File: config.mk
export PLATFORM = sky130hd
export DESIGN_NAME = imsic_msi_send_ctrl_flat
export DESIGN_NICKNAME = d
export VERILOG_FILES = /design/src/rtl/imsic_pkg.sv /design/src/rtl/imsic_msi_send_ctrl_if.sv /design/src/rtl/imsic_rr_arb.sv /design/src/rtl/imsic_msi_send_ctrl.sv /design/src/flat_wrapper.sv
export SDC_FILE = /design/constraint.sdc
export NUM_CORES = 1
export LEC_CHECK = 0
export ABC_CLOCK_PERIOD_IN_PS = 3070
export CORE_UTILIZATION = 43
export CTS_CLUSTER_SIZE = 10
export DETAILED_ROUTE_END_ITERATION = 12
export PLACE_DENSITY = 0.83
export SYNTH_ARGS = -nofsm -noshare
export SYNTH_HDL_FRONTEND = slang
export SYNTH_SLANG_ARGS = --single-unit
export TNS_END_PERCENT = 100
File: constraint.sdc
create_clock -name clk -period 3.07 [get_ports clk]
set_input_delay 0.614 -clock clk [delete_from_list [all_inputs] [get_ports clk]]
set_output_delay 0.614 -clock clk [all_outputs]
set_load 0.01 [all_outputs]
File: src/rtl/imsic_pkg.sv
// imsic_pkg: MSI word width helpers and sender FSM state encoding shared by the IMSIC MSI send path.
package imsic_pkg;
    function automatic int clog2_min1(input int n);
        return (n > 1) ? $clog2(n) : 1;
    endfunction
    // Word layout is {hart, intp_file, eid}; a file count of 2+GEILEN covers M, S and the guest files.
    function automatic int msi_info_width(input int nr_harts, input int geilen, input int nr_src);
        return clog2_min1(nr_harts) + clog2_min1(geilen + 2) + clog2_min1(nr_src);
    endfunction
    typedef enum logic [1:0] {ST_IDLE, ST_HIGH, ST_LOW} msi_send_st_e;
endpackage

File: src/rtl/imsic_msi_send_ctrl_if.sv
// imsic_msi_send_ctrl_if: requester handshake plus the valid/word pair driven toward the csr_clk receiver.
interface imsic_msi_send_ctrl_if #(
    parameter int NR_REQ = 2,
    parameter int W      = 12
);
    logic [NR_REQ-1:0]   i_req_vld;
    logic [NR_REQ*W-1:0] i_req_info;
    logic [NR_REQ-1:0]   o_req_rdy;
    logic [W-1:0]        o_msi_info;
    logic                o_msi_info_vld;
    logic                o_busy;
    modport master (output i_req_vld, i_req_info, input o_req_rdy, o_msi_info, o_msi_info_vld, o_busy);
    modport slave  (input i_req_vld, i_req_info, output o_req_rdy, o_msi_info, o_msi_info_vld, o_busy);
endinterface

File: src/rtl/imsic_rr_arb.sv
// imsic_rr_arb: combinational round-robin pick of the first request at/after ptr, wrapping.
module imsic_rr_arb #(
    parameter int N  = 2,
    parameter int IW = (N > 1) ? $clog2(N) : 1
) (
    input  logic [N-1:0]  req,
    input  logic [IW-1:0] ptr,
    input  logic          en,
    output logic [N-1:0]  gnt,
    output logic [IW-1:0] gnt_idx
);
    logic any;
    // Lowest requester overall is the wrap fallback; lowest at/after ptr overrides it.
    always_comb begin
        any     = 1'b0;
        gnt_idx = '0;
        for (int j = N - 1; j >= 0; j--) begin
            if (req[j]) begin
                any     = 1'b1;
                gnt_idx = IW'(j);
            end
        end
        for (int j = N - 1; j >= 0; j--) begin
            if (req[j] && IW'(j) >= ptr) gnt_idx = IW'(j);
        end
        gnt = (en && any) ? (N'(1) << gnt_idx) : '0;
    end
endmodule

File: src/rtl/imsic_msi_send_ctrl.sv
// imsic_msi_send_ctrl: grants one MSI requester at a time and emits its word as a fixed-width valid
// pulse followed by a guard gap, holding the word stable for the slower csr_clk receiver.
module imsic_msi_send_ctrl
    import imsic_pkg::*;
#(
    parameter int NR_REQ       = 2,
    parameter int GEILEN       = 5,
    parameter int NR_HARTS     = 1,
    parameter int NR_SRC       = 256,
    parameter int VLD_HIGH_CYC = 4,
    parameter int VLD_LOW_CYC  = 6
) (
    input  logic                       clk,
    input  logic                       rstn,
    imsic_msi_send_ctrl_if.slave       bus
);
    localparam int W    = msi_info_width(NR_HARTS, GEILEN, NR_SRC);
    localparam int IW   = (NR_REQ > 1) ? $clog2(NR_REQ) : 1;
    localparam int CMAX = (VLD_HIGH_CYC > VLD_LOW_CYC) ? VLD_HIGH_CYC : VLD_LOW_CYC;
    localparam int CW   = $clog2(CMAX + 1);

    if (VLD_HIGH_CYC < 1 || VLD_LOW_CYC < 1 || NR_REQ < 1) begin : g_param_chk
        $error("imsic_msi_send_ctrl: VLD_HIGH_CYC, VLD_LOW_CYC and NR_REQ must be >= 1");
    end

    msi_send_st_e  state_q, state_d;
    logic [CW-1:0] cnt_q, cnt_d;
    logic [W-1:0]  info_q, info_d;
    logic          vld_q, vld_d;
    logic [IW-1:0] ptr_q, ptr_d;
    logic [NR_REQ-1:0] gnt;
    logic [IW-1:0] gnt_idx;

    // Granting is suppressed while in reset so rdy reads 0 even though the state is IDLE.
    imsic_rr_arb #(.N(NR_REQ), .IW(IW)) u_arb (
        .req     (bus.i_req_vld),
        .ptr     (ptr_q),
        .en      (state_q == ST_IDLE && rstn),
        .gnt     (gnt),
        .gnt_idx (gnt_idx)
    );

    always_comb begin
        state_d = state_q;
        cnt_d   = cnt_q;
        info_d  = info_q;
        vld_d   = vld_q;
        ptr_d   = ptr_q;
        case (state_q)
            ST_IDLE: if (|gnt) begin
                info_d  = bus.i_req_info[int'(gnt_idx)*W +: W];
                vld_d   = 1'b1;
                cnt_d   = CW'(VLD_HIGH_CYC - 1);
                ptr_d   = (gnt_idx == IW'(NR_REQ - 1)) ? '0 : gnt_idx + 1'b1;
                state_d = ST_HIGH;
            end
            ST_HIGH: if (cnt_q != '0) cnt_d = cnt_q - 1'b1;
                     else begin
                         vld_d   = 1'b0;
                         cnt_d   = CW'(VLD_LOW_CYC - 1);
                         state_d = ST_LOW;
                     end
            ST_LOW:  if (cnt_q != '0) cnt_d = cnt_q - 1'b1;
                     else state_d = ST_IDLE;
            default: state_d = ST_IDLE;
        endcase
    end

    always_ff @(posedge clk) begin
        if (!rstn) begin
            state_q <= ST_IDLE;
            cnt_q   <= '0;
            info_q  <= '0;
            vld_q   <= 1'b0;
            ptr_q   <= '0;
        end else begin
            state_q <= state_d;
            cnt_q   <= cnt_d;
            info_q  <= info_d;
            vld_q   <= vld_d;
            ptr_q   <= ptr_d;
        end
    end

    assign bus.o_req_rdy      = gnt;
    assign bus.o_msi_info     = info_q;
    assign bus.o_msi_info_vld = vld_q;
    assign bus.o_busy         = (state_q != ST_IDLE);
endmodule
File: src/flat_wrapper.sv
// flat-port wrapper written by rule: the top's interface ports become plain ports
module imsic_msi_send_ctrl_flat import imsic_pkg::*;
#(
    parameter int NR_REQ       = 2,
    parameter int GEILEN       = 5,
    parameter int NR_HARTS     = 1,
    parameter int NR_SRC       = 256,
    parameter int VLD_HIGH_CYC = 4,
    parameter int VLD_LOW_CYC  = 6
)
  (clk, rstn, bus_i_req_vld, bus_i_req_info, bus_o_req_rdy, bus_o_msi_info, bus_o_msi_info_vld, bus_o_busy);
  imsic_msi_send_ctrl_if #(.NR_REQ(NR_REQ)) bus_i ();
  input  logic clk;
  input  logic rstn;
  input wire logic [$bits(bus_i.i_req_vld)-1:0] bus_i_req_vld;
  input wire logic [$bits(bus_i.i_req_info)-1:0] bus_i_req_info;
  output wire logic [$bits(bus_i.o_req_rdy)-1:0] bus_o_req_rdy;
  output wire logic [$bits(bus_i.o_msi_info)-1:0] bus_o_msi_info;
  output wire logic [$bits(bus_i.o_msi_info_vld)-1:0] bus_o_msi_info_vld;
  output wire logic [$bits(bus_i.o_busy)-1:0] bus_o_busy;
  assign bus_i.i_req_vld = bus_i_req_vld;
  assign bus_i.i_req_info = bus_i_req_info;
  assign bus_o_req_rdy = bus_i.o_req_rdy;
  assign bus_o_msi_info = bus_i.o_msi_info;
  assign bus_o_msi_info_vld = bus_i.o_msi_info_vld;
  assign bus_o_busy = bus_i.o_busy;
  imsic_msi_send_ctrl #(.NR_REQ(NR_REQ), .GEILEN(GEILEN), .NR_HARTS(NR_HARTS), .NR_SRC(NR_SRC), .VLD_HIGH_CYC(VLD_HIGH_CYC), .VLD_LOW_CYC(VLD_LOW_CYC)) u_core (.clk(clk), .rstn(rstn), .bus(bus_i));
endmodule
# --- Word-level counts from Yosys, hierarchy flattened ---
# Index checks and enable logic that the tools add are counted.
# Widths: inputs -> output; s select.
totals:
  reg_bits: 19
  inputBits: 28
  out_inout_bits: 16
  elab_cells: 50
classes:
  n_addsub: 2
  multipliers: 1
  n_lt_le_gt_ge: 2
  n_eq_ne: 6
  shift: 2
  n_mux: 18
  reduce_logical: 14
op_table:
  columns: ["cell", "count"]
  rows:
  - ["$shiftx 24x32->12", 1]
  - ["$mux 3", 3]
  - ["$pmux 3 s3", 1]
  - ["$reduce_and 3->1", 3]
  - ["$mux 1", 8]
  - ["$mux 2", 4]
  - ["$ne 2x2->1 const B", 3]
  - ["$pmux 2 s3", 1]
  - ["$reduce_bool 3->1", 2]
  - ["$logic_and 1x1->1", 4]
  - ["$reduce_bool 2->1", 2]
  - ["$mul 1x2->3 const B", 1]
  - ["$sub 3x1->3 const B", 1]
  - ["$eq 2x1->1 const B", 1]
  - ["$eq 2x2->1 const B", 1]
  - ["$ge 1x1->1 const A", 2]
  - ["$logic_not 2->1", 1]
  - ["$ne 2x1->1 const B", 1]
  - ["$pmux 1 s2", 1]
  - ["$reduce_and 2->1", 1]
  - ["$reduce_or 2->1", 1]
  - ["$shl 1x1->2 const A", 1]
  - ["$add 1x1->1 const B", 1]

# --- Depth between registers and ports, before layout ---
# Gate-level depths: netlist of run 1.
depth:
  depth_word: 9
  depth_mapped: 8
  ltp_nobuf: 6

# --- Modules after synthesis ---
# From an unflattened synthesis of run 1, not the netlist that was laid out.
unflattened:
  cells_unflattened: 114
  area_unflattened_um2: 1057.3
by_module_without_submodules:
  columns: ["mod", "instances", "cells_per_inst", "area_each_um2", "seq_area_each_um2"]
  rows:
  - ["imsic_msi_send_ctrl", 1, 109, 1029.7, 380.4]
  - ["imsic_rr_arb", 1, 5, 27.5, 0.0]

# --- Worst setup path before layout of run 1 ---
# OpenSTA, ideal clock, no wires.
synth_path:
  path_kind: "flip-flop to output port"
  from: "register u_core.state_q[0]"
  to: "output port bus_o_req_rdy[0]"
  arrival_ps: 1270
  required_time_ps: 2456
  setup_slack_ps: 1186
  path_stages_with_launch: 7
  path_buffers: 2
  cell_sequence: "dfxtp_1 -> inv_1 -> ha_1 -> buf_4 -> inv_2 -> a2111oi_4 -> buf_4"
synth_between:
  elab_chain_len: 4
synth_lines:
  columns: ["item", "line_no", "source"]
  rows:
  - ["from (decl)", "imsic_msi_send_ctrl.sv:26", "msi_send_st_e state_q, state_d;"]
  - ["from (signal assigned)", "imsic_msi_send_ctrl.sv:77", "state_q <= state_d;"]
  - ["$logic_not 2->1", "imsic_msi_send_ctrl.sv:38", ".en (state_q == ST_IDLE && rstn),"]
  - ["$logic_and 1x1->1", "imsic_msi_send_ctrl.sv:38", null]
  - ["$logic_and 1x1->1", "imsic_rr_arb.sv:26", "gnt = (en && any) ? (N'(1) << gnt_idx) : '0;"]
  - ["$mux 2", "imsic_rr_arb.sv:26", null]
  - ["to (decl)", "flat_wrapper.sv:17", "output wire logic [$bits(bus_i.o_req_rdy)-1:0] bus_o_req_rdy;"]
# Every way passes these cells.

# --- Final worst setup path of run 1 ---
layout_path:
  from: "input port bus_i_req_vld[0]"
  to: "output port bus_o_req_rdy[0]"
layout_between:
  elab_chain_len: 5
  word_cells_on_any_way: 8
  cone_classes: "shift (1); mux (5); reduce/logical (2)"
layout_lines:
  columns: ["item", "line_no", "source"]
  rows:
  - ["from (decl)", "flat_wrapper.sv:15", "input wire logic [$bits(bus_i.i_req_vld)-1:0] bus_i_req_vld;"]
  - ["$mux 1", "imsic_rr_arb.sv:18", "if (req[j]) begin"]
  - ["$mux 1 (2 in series)", "imsic_rr_arb.sv:24", "if (req[j] && IW'(j) >= ptr) gnt_idx = IW'(j);"]
  - ["$shl 1x1->2", "imsic_rr_arb.sv:26", null]
  - ["$mux 2 *", "imsic_rr_arb.sv:26", null]
# Mark *: on every way between the ends. The rest lies on a longest branch, timed or not.

==> results of run 1 <==
final cells by class:
type                       count  area [um^2]  share of cell area
timing repair buffer          46        452.9              0.3192
multi-input combinational     68        495.5              0.3492
sequential                    19        380.4              0.2681
inverter                       8        30.03             0.02116
tap                           27        33.78             0.02381
clock buffer                   4        26.28             0.01852
worst max-delay path, cell delays in order:
cell,delay [ns]
clkdlybuf4s50_1,0.53
inv_1,0.10
a2111oi_4,0.34
clkdlybuf4s50_1,0.61
synthesized netlist by cell type, drive strengths merged:
library cell | count | area share
nor2 | 18 | 0.071
o21a | 2 | 0.016
ha | 6 | 0.079
a31oi | 1 | 0.0066
nand2 | 1 | 0.0039
a221oi | 1 | 0.016
dfxtp | 19 | 0.40
a222oi | 12 | 0.13
a21o | 1 | 0.0079
clkbuf | 1 | 0.014
nand2b | 2 | 0.013
inv | 8 | 0.032
o21ai | 5 | 0.026
a2111oi | 1 | 0.029
o2111ai | 1 | 0.0092
o221a | 1 | 0.012
nor2b | 1 | 0.0066
buf | 4 | 0.033
a211oi | 1 | 0.0079
nor3 | 1 | 0.0053
a311oi | 1 | 0.0092
o2111a | 1 | 0.012
or3 | 1 | 0.012
a21oi | 10 | 0.053
cell families (layout without fill, tap and decap cells):
family,Yosys count,count (layout)
AO/OA/AOI/OAI,38,38
adder cells (fa/ha/maj),6,6
buffers and inverters,13,58
flip-flops,19,19
AND/OR/NAND/NOR,24,24
through the flow:
stage | worst slack, ns | power [uW]
after floorplan | 1.186 | 487.6
after global placement | 0.2660 | 593.4
after detailed placement | 0.2685 | 604.3
after CTS | 0.2626 | 735.4
after global routing | 0.2095 | 779.3
final | 0.2721 | 728.3
path summary, 6_finish.rpt:
kind / startpoint / endpoint / slack (ns) / cells past startpoint
setup / recovery: bus_i_req_vld[0] / bus_o_req_rdy[0] / 0.27 / 4
hold reg to reg: u_core.bus.o_msi_info[4] / u_core.bus.o_msi_info[4] / 0.51 / 2
hold / removal: u_core.bus.o_msi_info[4] / u_core.bus.o_msi_info[4] / 0.51 / 2
setup reg to reg: u_core.state_q[1] / u_core.bus.o_msi_info[7] / 1.17 / 6
registers in the layout, indices dropped and copies added (netlist names):
signal and flops:
u_core.state_q 2, u_core.cnt_q 3, u_core.bus.o_msi_info 12, u_core.bus.o_msi_info_vld 1, u_core.ptr_q 1
per-layer routing:
layer	wire [um]	share of wire
met3	140	0.054
met2	1317	0.51
met4	42	0.016
met1	1090	0.42
met5	0	0
power groups by stage:
stage | sequential [uW] | clock [uW] | combinational (uW)
finish | 302 | 128 | 298
global route | 307 | 144 | 328
CTS | 302 | 135 | 298
detailed placement | 307 | 0 | 297
global placement | 306 | 0 | 287
floorplan | 312 | 0 | 175
==> impl_metrics.ini, run 1 <==
[run_status]
outcome = finished clean

[power_and_ir_drop]
power_report.internal_total_uw = 483.0
switching_power_uw = 245.3
seq_power_share = 0.415
cellPowerDensity_nw_per_um2 = 513.3
p_leak_uw = 0.0005418
switching_share = 0.3368
power.share.combinational = 0.409
vdd_drop_max_v = 0.0003543
portion_of_total_power_attributed_to_the_clock_network = 0.176

[layout]
design.final.nets = 180
layoutNonFillerInstCount = 172
top_library_cells_by_usage_in_the_layout_fill_and_taps_aside = clkdlybuf4s50_1, dfxtp_1, nor2_1
layout_commonest_cell = clkdlybuf4s50_1
layout-area-overhead-vs-synth_pct = 49.21
fillers = 165
layout-drive-gt1-share = 0.08276
final_util = 0.7017
num_antenna_cells = 0
post_route_cell_area_um2 = 1419

[placed_design]
dp.cells = 168
dp_hpwl_um = 1943
place_area_um2 = 1393
finalWeightedCongestion = 0.8308
port_buffers = 43

[die]
design.portCount = 44
floorplan.core_area_um2 = 2022
die-area_um2 = 2403
die_y_um = 49.03
row_count = 16
starting_utilization_of_the_core_area = 0.4703
die_width_um = 49.03

[setup_path]
critical_path.max_fanout = 5
cp-end-kind = primary output
worstSetupPathType = in -> out
worst-endpoint-required_ns = 2.46
worst_setup_path_start_kind = primary input
critical_path_arrival_ns = 2.18

[global_routing]
globalRouteTotalUtil = 0.2400
grt_pass1_vias = 927
grt_use_met1 = 0.2682
grt_util_met2 = 0.4167
antenna_found_initial = 0
grt_first_pass_wirelength_um = 4298
grt-ovfl-total = 0
grt_max_degree = 17
global_route.usage.met3 = 0.07165
grt.busiest_layer = met2

[sta]
timing.final.max_slew_violations = 0
timing.hold.ws_ns = 0.5117
clock-skew-final_ns = 0.002204
slew_of_the_pin_with_the_lowest_slew_margin_ns = 0.4199
max_clk_rate_ghz = 0.3574
timing.max_slew.rel_slack = 0.7200
rsz0062_at_grt = no
finalSetupTns_ns = 0
min_period_ns = 2.798
timing_hold_violations_final = 0
period_share = 0.9114
setup_viol = 0

[routing]
drt_drc_violations_left = 0
drt-pass1-iter-count = 7
drt_wl_total_um = 2590
drt_first_iter_violations = 68
wire_per_inst_um = 15.06
detailroute.via_count = 981
drt-vias-per-instance = 5.703
final_antenna_net_count = 0

[yosys]
synth_compound_gate_area_share = 0.3303
synth-seq-cells = 19
syn-mean-instance-area_um2 = 9.509
synth_mux_area_frac = 0
synth.distinct_cells = 27
synth-adder-area-share = 0.07895
post_synth_instance_area_um2 = 950.9
synth_nets = 134
dominant_combinational_cell_family_by_area_after_synthesis = compound AO/OA/AOI/OAI gates
netlist_instances = 100
yosys_warnings = 0
synth-simple-area-share = 0.1118
ys_seq_area_frac = 0.4000
post_synth_xor_area_fraction = 0

[clocking]
ctsRootBufferMaster = clkbuf_4
cts.sinks = 19
clkLatencyLatePin_ns = 0.30
cts.hold.buffers_added = 0
tritoncts.num_buffers = 3
post_cts_resized = 0
clk_transition_reported_paths_ns = 0.10
postCtsSetupBuffers = 0
ctsHtreeMaxLevel = 1
max-clock-path-buffers = 2
tritoncts_clock_tree = built

[hold_path]
hp-class = reg -> reg

[flow_run]
maxCapViolCount = 0
No activity file was read; power rests on OpenSTA's default activity.
==> run 2: changes to the inputs <==
--- a/config.mk
+++ b/config.mk
@@ -9,6 +9,7 @@
 export CORE_UTILIZATION = 43
 export CTS_CLUSTER_SIZE = 10
 export DETAILED_ROUTE_END_ITERATION = 12
+export HOLD_SLACK_MARGIN = 0.12
 export PLACE_DENSITY = 0.83
 export SYNTH_ARGS = -nofsm -noshare
 export SYNTH_HDL_FRONTEND = slang
==> results of run 2 <==
The final DEF is identical to that of run 1; final timing and power are the same.
